`config.mk`:
```
export PLATFORM = sky130hd
export DESIGN_NAME = seq_alu
export DESIGN_NICKNAME = d
export VERILOG_FILES = /design/src/rtl/alu_pkg.sv /design/src/rtl/seq_alu_addsub.sv /design/src/rtl/seq_alu.sv
export SDC_FILE = /design/constraint.sdc
export NUM_CORES = 1
export LEC_CHECK = 0
export CAP_MARGIN = 25
export CORE_MARGIN = 2
export CORE_UTILIZATION = 60
export CTS_BUF_LIST = sky130_fd_sc_hd__clkbuf_8
export DETAILED_ROUTE_END_ITERATION = 16
export PLACE_DENSITY = 0.88
export SKIP_LAST_GASP = 1
export SLEW_MARGIN = 10
export SYNTH_ARGS = -nofsm -noshare
export SYNTH_HDL_FRONTEND = slang
export SYNTH_SLANG_ARGS = --single-unit
```
`constraint.sdc`:
```
create_clock -name clk -period 8.5 [get_ports clk]
set_clock_uncertainty 0.1 [all_clocks]
set_input_delay 1.275 -clock clk [delete_from_list [all_inputs] [get_ports clk]]
set_output_delay 1.275 -clock clk [all_outputs]
set_load 0.01 [all_outputs]
```
`src/rtl/alu_pkg.sv`:
```
// Opcode and FSM state encodings shared by the execute unit and its bench.
package alu_pkg;

   typedef enum logic [2:0] {ADD, SUB, AND, OR, XOR, SLT, MUL, PASS} alu_op_t;

   // State names carry a prefix so they do not collide with the MUL opcode.
   typedef enum logic [1:0] {ST_IDLE, ST_MUL, ST_DONE} alu_state_t;

endpackage

```
`src/rtl/seq_alu_addsub.sv`:
```
// Conditional-invert adder: sum = a + (sub ? ~b + 1 : b), with carry-out and signed overflow.
module addsub #(
   parameter int WIDTH = 4
) (
   input  logic [WIDTH-1:0] a,
   input  logic [WIDTH-1:0] b,
   input  logic             sub,
   output logic [WIDTH-1:0] sum,
   output logic             cout,
   output logic             ovf
);

   logic [WIDTH-1:0] w_b;
   logic [WIDTH:0]   w_full;

   assign w_b    = sub ? ~b : b;
   assign w_full = {1'b0, a} + {1'b0, w_b} + {{WIDTH{1'b0}}, sub};
   assign sum    = w_full[WIDTH-1:0];
   assign cout   = w_full[WIDTH];
   // Overflow: both addends share a sign that the sum does not.
   assign ovf    = (a[WIDTH-1] == w_b[WIDTH-1]) && (sum[WIDTH-1] != a[WIDTH-1]);

endmodule

```
`src/rtl/seq_alu.sv`:
```
// Execute unit: single-cycle ADD/SUB/logic/SLT/PASS and a WIDTH-cycle shift-add MUL,
// with a valid/ready handshake on both sides and registered result/flags.
module seq_alu
   import alu_pkg::*;
#(
   parameter int WIDTH = 4
) (
   input  logic             clk,
   input  logic             reset,
   input  logic             in_valid,
   output logic             in_ready,
   input  logic [2:0]       op,
   input  logic [WIDTH-1:0] a,
   input  logic [WIDTH-1:0] b,
   output logic             out_valid,
   input  logic             out_ready,
   output logic [WIDTH-1:0] result,
   output logic [WIDTH-1:0] result_hi,
   output logic             flag_z,
   output logic             flag_n,
   output logic             flag_c,
   output logic             flag_v,
   output alu_state_t       dbg_state
);

   // Handshake: a transfer happens on a rising edge where valid && ready are both 1.
   // Input side is ready only in IDLE; output side holds result/flags in DONE until out_ready.
   localparam int CW = $clog2(WIDTH) + 1;

   alu_state_t         r_state;
   logic [2*WIDTH-1:0] r_acc;
   logic [WIDTH-1:0]   r_mcand;
   logic [CW-1:0]      r_cnt;
   logic [WIDTH-1:0]   r_result;
   logic [WIDTH-1:0]   r_result_hi;
   logic               r_z, r_n, r_c, r_v;

   alu_op_t            w_op;
   logic [WIDTH-1:0]   w_add_a, w_add_b, w_sum;
   logic               w_add_sub, w_cout, w_ovf;
   logic [WIDTH-1:0]   w_res;
   logic               w_c, w_v;
   logic [2*WIDTH-1:0] w_acc_next;

   assign w_op = alu_op_t'(op);

   // The adder sees the live operands in IDLE and the accumulator upper half during MUL.
   always_comb begin
      w_add_a   = a;
      w_add_b   = b;
      w_add_sub = (w_op == SUB) || (w_op == SLT);
      if (r_state == ST_MUL) begin
         w_add_a   = r_acc[2*WIDTH-1:WIDTH];
         w_add_b   = r_mcand;
         w_add_sub = 1'b0;
      end
   end

   addsub #(.WIDTH(WIDTH)) u_addsub (
      .a    (w_add_a),
      .b    (w_add_b),
      .sub  (w_add_sub),
      .sum  (w_sum),
      .cout (w_cout),
      .ovf  (w_ovf)
   );

   always_comb begin
      w_res = '0;
      w_c   = 1'b0;
      w_v   = 1'b0;
      case (w_op)
         ADD, SUB: begin
            w_res = w_sum;
            w_c   = w_cout;
            w_v   = w_ovf;
         end
         AND:     w_res = a & b;
         OR:      w_res = a | b;
         XOR:     w_res = a ^ b;
         SLT:     w_res = {{(WIDTH-1){1'b0}}, w_sum[WIDTH-1] ^ w_ovf};
         PASS:    w_res = a;
         default: w_res = '0;
      endcase
   end

   // Upper half keeps its carry, then the whole accumulator shifts right by one.
   assign w_acc_next = r_acc[0] ? {w_cout, w_sum, r_acc[WIDTH-1:1]}
                                : {1'b0, r_acc[2*WIDTH-1:1]};

   always_ff @(posedge clk or negedge reset) begin
      if (!reset) begin
         r_state     <= ST_IDLE;
         r_acc       <= '0;
         r_mcand     <= '0;
         r_cnt       <= '0;
         r_result    <= '0;
         r_result_hi <= '0;
         r_z         <= 1'b0;
         r_n         <= 1'b0;
         r_c         <= 1'b0;
         r_v         <= 1'b0;
      end else begin
         case (r_state)
            ST_IDLE: begin
               if (in_valid) begin
                  if (w_op == MUL) begin
                     r_acc   <= {{WIDTH{1'b0}}, b};
                     r_mcand <= a;
                     r_cnt   <= '0;
                     r_state <= ST_MUL;
                  end else begin
                     r_result    <= w_res;
                     r_result_hi <= '0;
                     r_z         <= (w_res == '0);
                     r_n         <= w_res[WIDTH-1];
                     r_c         <= w_c;
                     r_v         <= w_v;
                     r_state     <= ST_DONE;
                  end
               end
            end
            ST_MUL: begin
               r_acc <= w_acc_next;
               r_cnt <= r_cnt + CW'(1);
               if (r_cnt == CW'(WIDTH-1)) begin
                  r_result    <= w_acc_next[WIDTH-1:0];
                  r_result_hi <= w_acc_next[2*WIDTH-1:WIDTH];
                  r_z         <= (w_acc_next[WIDTH-1:0] == '0);
                  r_n         <= w_acc_next[WIDTH-1];
                  r_c         <= |w_acc_next[2*WIDTH-1:WIDTH];
                  r_v         <= 1'b0;
                  r_state     <= ST_DONE;
               end
            end
            ST_DONE: begin
               if (out_ready) r_state <= ST_IDLE;
            end
            default: r_state <= ST_IDLE;
         endcase
      end
   end

   assign in_ready  = (r_state == ST_IDLE);
   assign out_valid = (r_state == ST_DONE);
   assign result    = r_result;
   assign result_hi = r_result_hi;
   assign flag_z    = r_z;
   assign flag_n    = r_n;
   assign flag_c    = r_c;
   assign flag_v    = r_v;
   assign dbg_state = r_state;

endmodule

```
Word-level counts from Yosys, hierarchy flattened --
Index checks and enable logic that the tools add are counted.
Operators by class: add/subtract/negate cells 3, equality and inequality tests 17, mux-type cells 43, bitwise logic cells 5, reductions and logical operators 13
Operator list (number):
- $mux W4 | 9
- $mux W8 | 3
- $pmux W4 S6 | 1
- $pmux W4 S2 | 2
- $pmux W8 S2 | 1
- $mux W1 | 15
- $eq A3 B3 Y1 const B | 4
- $eq A3 B2 Y1 const B | 3
- $reduce_and A3 Y1 | 3
- $logic_not A4 Y1 | 2
- $mux W2 | 4
- $pmux W1 S2 | 4
- $mux W3 | 2
- $ne A2 B1 Y1 const B | 3
- $pmux W2 S3 | 1
- $pmux W3 S2 | 1
- $add A4 B4 Y5 | 1
- $add A5 B1 Y5 | 1
- $and A4 B4 Y4 | 1
- $ne A2 B2 Y1 const B | 2
- $not A4 Y4 | 1
- $or A4 B4 Y4 | 1
- $reduce_and A4 Y1 | 1
- $reduce_or A4 Y1 | 1
- other kinds (14) | 14
Word-level totals: register bits 29, bits of input ports 15, output and inout port bits 16, logic and storage cells 91

Logic depth before layout (Yosys ltp) --
depth in word-level cells 14, mapped depth 13, mapped depth without buffers 10

Cells and area by module --
A second synthesis with hierarchy kept.
Second synthesis, totals: cells, all modules 223, area total of the unflattened synthesis 1891.8 um^2
Modules (own cells, without submodules):
- seq_alu | times used 1, cells each 205, area each 1697.9 um^2
- addsub | times used 1, cells each 18, area each 193.9 um^2

Worst setup path before layout --
No wires, ideal clock.
kind input -> register, start point input op[0], end point register r_z, in the netlist flag_z, arrival time 3.288 ns, slack 4.986 ns, stages 12, buffers on the path 2, cell sequence buf_6 > nor2b_4 > buf_6 > a211o_1 > a21boi_0 > fa_1 > xnor2_1 > nor2_1 > a211oi_1 > a21oi_1 > nor3_1 > a311o_1
Between the ends: longest elaborated chain between the ends 14
Ends and longest elaborated chain:
- start: declaration | line seq_alu.sv:12 | input logic [2:0] op,
- $eq A3 B1 Y1 / $eq A3 B3 Y1 (equally long branches) | line seq_alu.sv:51, seq_alu.sv:72
- $logic_or A1 B1 Y1 | line seq_alu.sv:51 | w_add_sub = (w_op == SUB) || (w_op == SLT);
- $mux W1 | line seq_alu.sv:52 | if (r_state == ST_MUL) begin
- $mux W4 | line seq_alu_addsub.sv:16 | assign w_b = sub ? ~b : b;
- $add A4 B4 Y5 | line seq_alu_addsub.sv:17 | assign w_full = {1'b0, a} + {1'b0, w_b} + {{WIDTH{1'b0}}, sub};
- $add A5 B1 Y5 | line seq_alu_addsub.sv:17
- $ne A1 B1 Y1 | line seq_alu_addsub.sv:21 | assign ovf = (a[WIDTH-1] == w_b[WIDTH-1]) && (sum[WIDTH-1] != a[WIDTH-1]);
- $logic_and A1 B1 Y1 | line seq_alu_addsub.sv:21
- $xor A1 B1 Y1 | line seq_alu.sv:81 | SLT: w_res = {{(WIDTH-1){1'b0}}, w_sum[WIDTH-1] ^ w_ovf};
- $pmux W4 S6 | line seq_alu.sv:72 | case (w_op)
- $logic_not A4 Y1 | line seq_alu.sv:115 | r_z <= (w_res == '0);
- $mux W1 | line seq_alu.sv:107 | if (w_op == MUL) begin
- $mux W1 | line seq_alu.sv:106 | if (in_valid) begin
- $pmux W1 S2 | line seq_alu.sv:104 | case (r_state)
- end signal: assignment | line seq_alu.sv:115
- end signal: assignment | line seq_alu.sv:129 | r_z <= (w_acc_next[WIDTH-1:0] == '0);
- end: declaration | line seq_alu.sv:36 | logic r_z, r_n, r_c, r_v;
Several ways; a longest one is shown, not always the timed one. The select of a mux whose other input is x is not followed. A chain may end at the register's enable or synchronous reset.

Final worst setup path --
start point input op[1], end point register r_z, in the netlist flag_z
Same word-level chain as after synthesis.

==> impl_metrics.json <==
{
  "outcome": "completed",
  "cellLeakagePower_nw": 1.07,
  "final.period_utilization_pct": 47.3,
  "netlist-cell-type-count": 47,
  "crit_required_ns": 8.57,
  "clk_latency_ns": 0.28,
  "antenna_left": 0,
  "grt_pass1_vias": 1471,
  "groute.usage.overall_pct": 26.1,
  "dr.pass1.iters": 4,
  "postCtsResizedCells": 0,
  "wl_per_cell_um": 15.0,
  "syn-cell-area_um2": 1940,
  "ys.flop_type": "dfrtp_1",
  "core-area_um2": 3080,
  "worstSetupPathType": "in -> reg",
  "die_area_um2": 3710,
  "fin_nets": 280,
  "hold_viol_final": 0,
  "start_util_pct": 63.1,
  "grt.overflow.total": 0,
  "arrival_ns": 4.09,
  "fp.dieH_um": 60.9,
  "syn_avg_cell_area_um2": 8.52,
  "cts_made_buffers": 3,
  "post-dp-hpwl_mm": 3.29,
  "diodes": 0,
  "die_x_um": 60.9,
  "root_buffer": "clkbuf_8",
  "gp_congestion": 0.879,
  "critPathCaptureType": "flip-flop",
  "clockPowerShare_pct": 18.6,
  "setup-tns-final_ns": 0,
  "grt_first_pass_wirelength_mm": 7.18,
  "antenna_found_initial": 0,
  "cp_max_fo": 16,
  "area_growth_pct": 16.9,
  "powerDensity_nw_per_um2": 252,
  "clock.fmax_mhz": 249,
  "synth-seq-area-share_pct": 36.1,
  "p_int_mw": 0.363,
  "synth_edf_count": 0,
  "ctsLongestPathBuffers": 2,
  "clkSlewWorstSetupHoldPaths_ns": 0.10,
  "final_util_pct": 73.7,
  "grt_max_degree": 29,
  "syn_nets": 257,
  "switchingPower_mw": 0.209,
  "cts_tree": "done",
  "synth.largest_area_cell": "dfrtp_1",
  "synth.top_cell.area_share_pct": 36.1,
  "clock-sinks": 28,
  "vias": 1675,
  "routed_wl_mm": 4.41,
  "path_delay_family": "compound AO/OA/AOI/OAI gates",
  "cap_violations": 0,
  "synthTopCellsByArea": "dfrtp_1, nand2_1, ha_1",
  "ctsHoldBuffers": 0,
  "ioPinCount": 31,
  "slowest_stage": "clkdlybuf4s50_1",
  "p_sw_share_pct": 36.5,
  "peakVddDrop_mv": 0.157,
  "report.final.slew_viol_count": 0,
  "start_kind": "input port",
  "comb_power_share_pct": 41.5,
  "synth-async-reset-ratio_pct": 100,
  "path_cells": "clkdlybuf4s50_1 -> nor2b_4 -> a211o_1 -> a21boi_0 -> fa_1 -> a221oi_1 -> a21oi_1 -> nor3_1 -> a311o_1",
  "layout-drive-gt1-share_pct": 5.20,
  "finalPower_mw": 0.572,
  "portBuffers": 30,
  "max_stage_delay_ns": 0.81,
  "drt-initial-drc-count": 74,
  "path_buf_inv": 1,
  "synth-seq-cells": 28,
  "min_period_ns": 4.02,
  "drc_errors": 0,
  "n_fill_cell": 239,
  "ys_warn_count": 0,
  "worstHoldPathType": "reg -> reg",
  "rows": 20,
  "seqPwrFrac_pct": 39.9,
  "slew_headroom_pct": 60.4,
  "setup_violations": 0,
  "worst_slew_pin_slew_ns": 0.580,
  "h-tree-depth": 1,
  "syn_inst": 228,
  "routed_via_density": 5.70,
  "rsz0062_at_grt": "false",
  "post_cts_buffers": 0
}
[sequential cells by signal (all words and copies together), names as in the netlist]
name and count:
r_cnt 3, flag_c 1, r_acc 8, flag_z 1
result 4, result_hi 4, r_mcand 4, dbg_state 2
flag_v 1
[area by class of cell]
cell class	instances	area, µm²	share of cell area, %
clock inverter	1	30.0	1.32
inverter	12	45.0	1.98
clock buffer	3	41.3	1.82
timing repair buffer	32	315	13.9
tap	44	55.1	2.43
multi-input combinational	174	1080	47.7
sequential	28	701	30.9
[Yosys cell counts (2+ instances only)]
cell,instances
or4_1,2
inv_1,12
nor3_1,3
and2_1,2
a22oi_1,3
nor4_1,3
a21o_1,6
ha_1,13
o21ai_0,24
and2_2,2
nand2_1,45
a211oi_1,2
clkbuf_8,2
xnor2_1,7
nor2_1,14
dfrtp_1,28
nor2b_1,2
mux2i_1,3
a21oi_1,15
a31oi_1,3
nand3b_1,2
clkbuf_1,6
buf_6,5
[logic make-up after synthesis]
kind of cell,Yosys count,share of synthesized area (%)
simple gates,84,20.6
compound gates,65,20.6
flops,28,36.1
buf+inv,26,8.18
fa+ha+maj,14,9.41
xor+xnor,8,3.61
mux,3,1.55
[power by group through the flow]
| stage | clock (mW) | sequential, mW | combinational (mW) |
|---|---|---|---|
| 6_report | 0.107 | 0.228 | 0.237 |
| 5_1_grt | 0.114 | 0.234 | 0.265 |
| 4_1_cts | 0.108 | 0.227 | 0.238 |
| 3_5_place_dp | 0 | 0.229 | 0.237 |
| 3_3_place_gp | 0 | 0.228 | 0.231 |
| 2_1_floorplan | 0 | 0.223 | 0.151 |
[layout by cell type, fill, tap and decap left out, types with 2 or more instances in the layout]
master	count
a211oi_1	2
a21o_1	6
a21oi_1	15
a22oi_1	3
a31oi_1	3
and2_1	2
and2_2	2
buf_4	2
clkbuf_8	3
clkdlybuf4s50_1	30
dfrtp_1	28
ha_1	13
inv_1	12
mux2i_1	3
nand2_1	45
nand3b_1	2
nor2_1	14
nor2b_1	2
nor3_1	3
nor4_1	3
o21ai_0	24
or4_1	2
xnor2_1	7
[worst paths after layout]
check                              from         end  slack (ns)  cells after the start
min                            r_cnt[0]    r_cnt[0]        0.38                      1
max reg2reg                dbg_state[1]      flag_z        5.36                      8
max in group asynchronous         reset    r_cnt[1]        6.77                      2
min in group asynchronous         reset  r_mcand[3]        1.26                      2
max                               op[1]      flag_z        4.48                      9
min reg2reg                    r_cnt[0]    r_cnt[0]        0.38                      1
[layer usage]
layer | global-route usage (%) | vias up | share of wire (%)
met5 | 0 | - | 0
met4 | 5.59 | 0 | 0.79
met3 | 2.77 | 4 | 7.0
met2 | 42.5 | 66 | 48
met1 | 37.7 | 769 | 44
li1 | - | 836 | -
[through the flow]
stage | instance area [µm²] | hold slack (ns) | setup slack (ns) | instances
6_report | 2270 | 0.375 | 4.48 | 294
5_1_grt | 2270 | 0.403 | 4.27 | 294
4_1_cts | 2270 | 0.383 | 4.52 | 294
3_5_place_dp | 2200 | 0.362 | 4.21 | 290
3_3_place_gp | 2200 | 0.360 | 4.25 | 290
2_1_floorplan | 1940 | 0.346 | 4.99 | 228
Power figures use the tool's default switching activity.
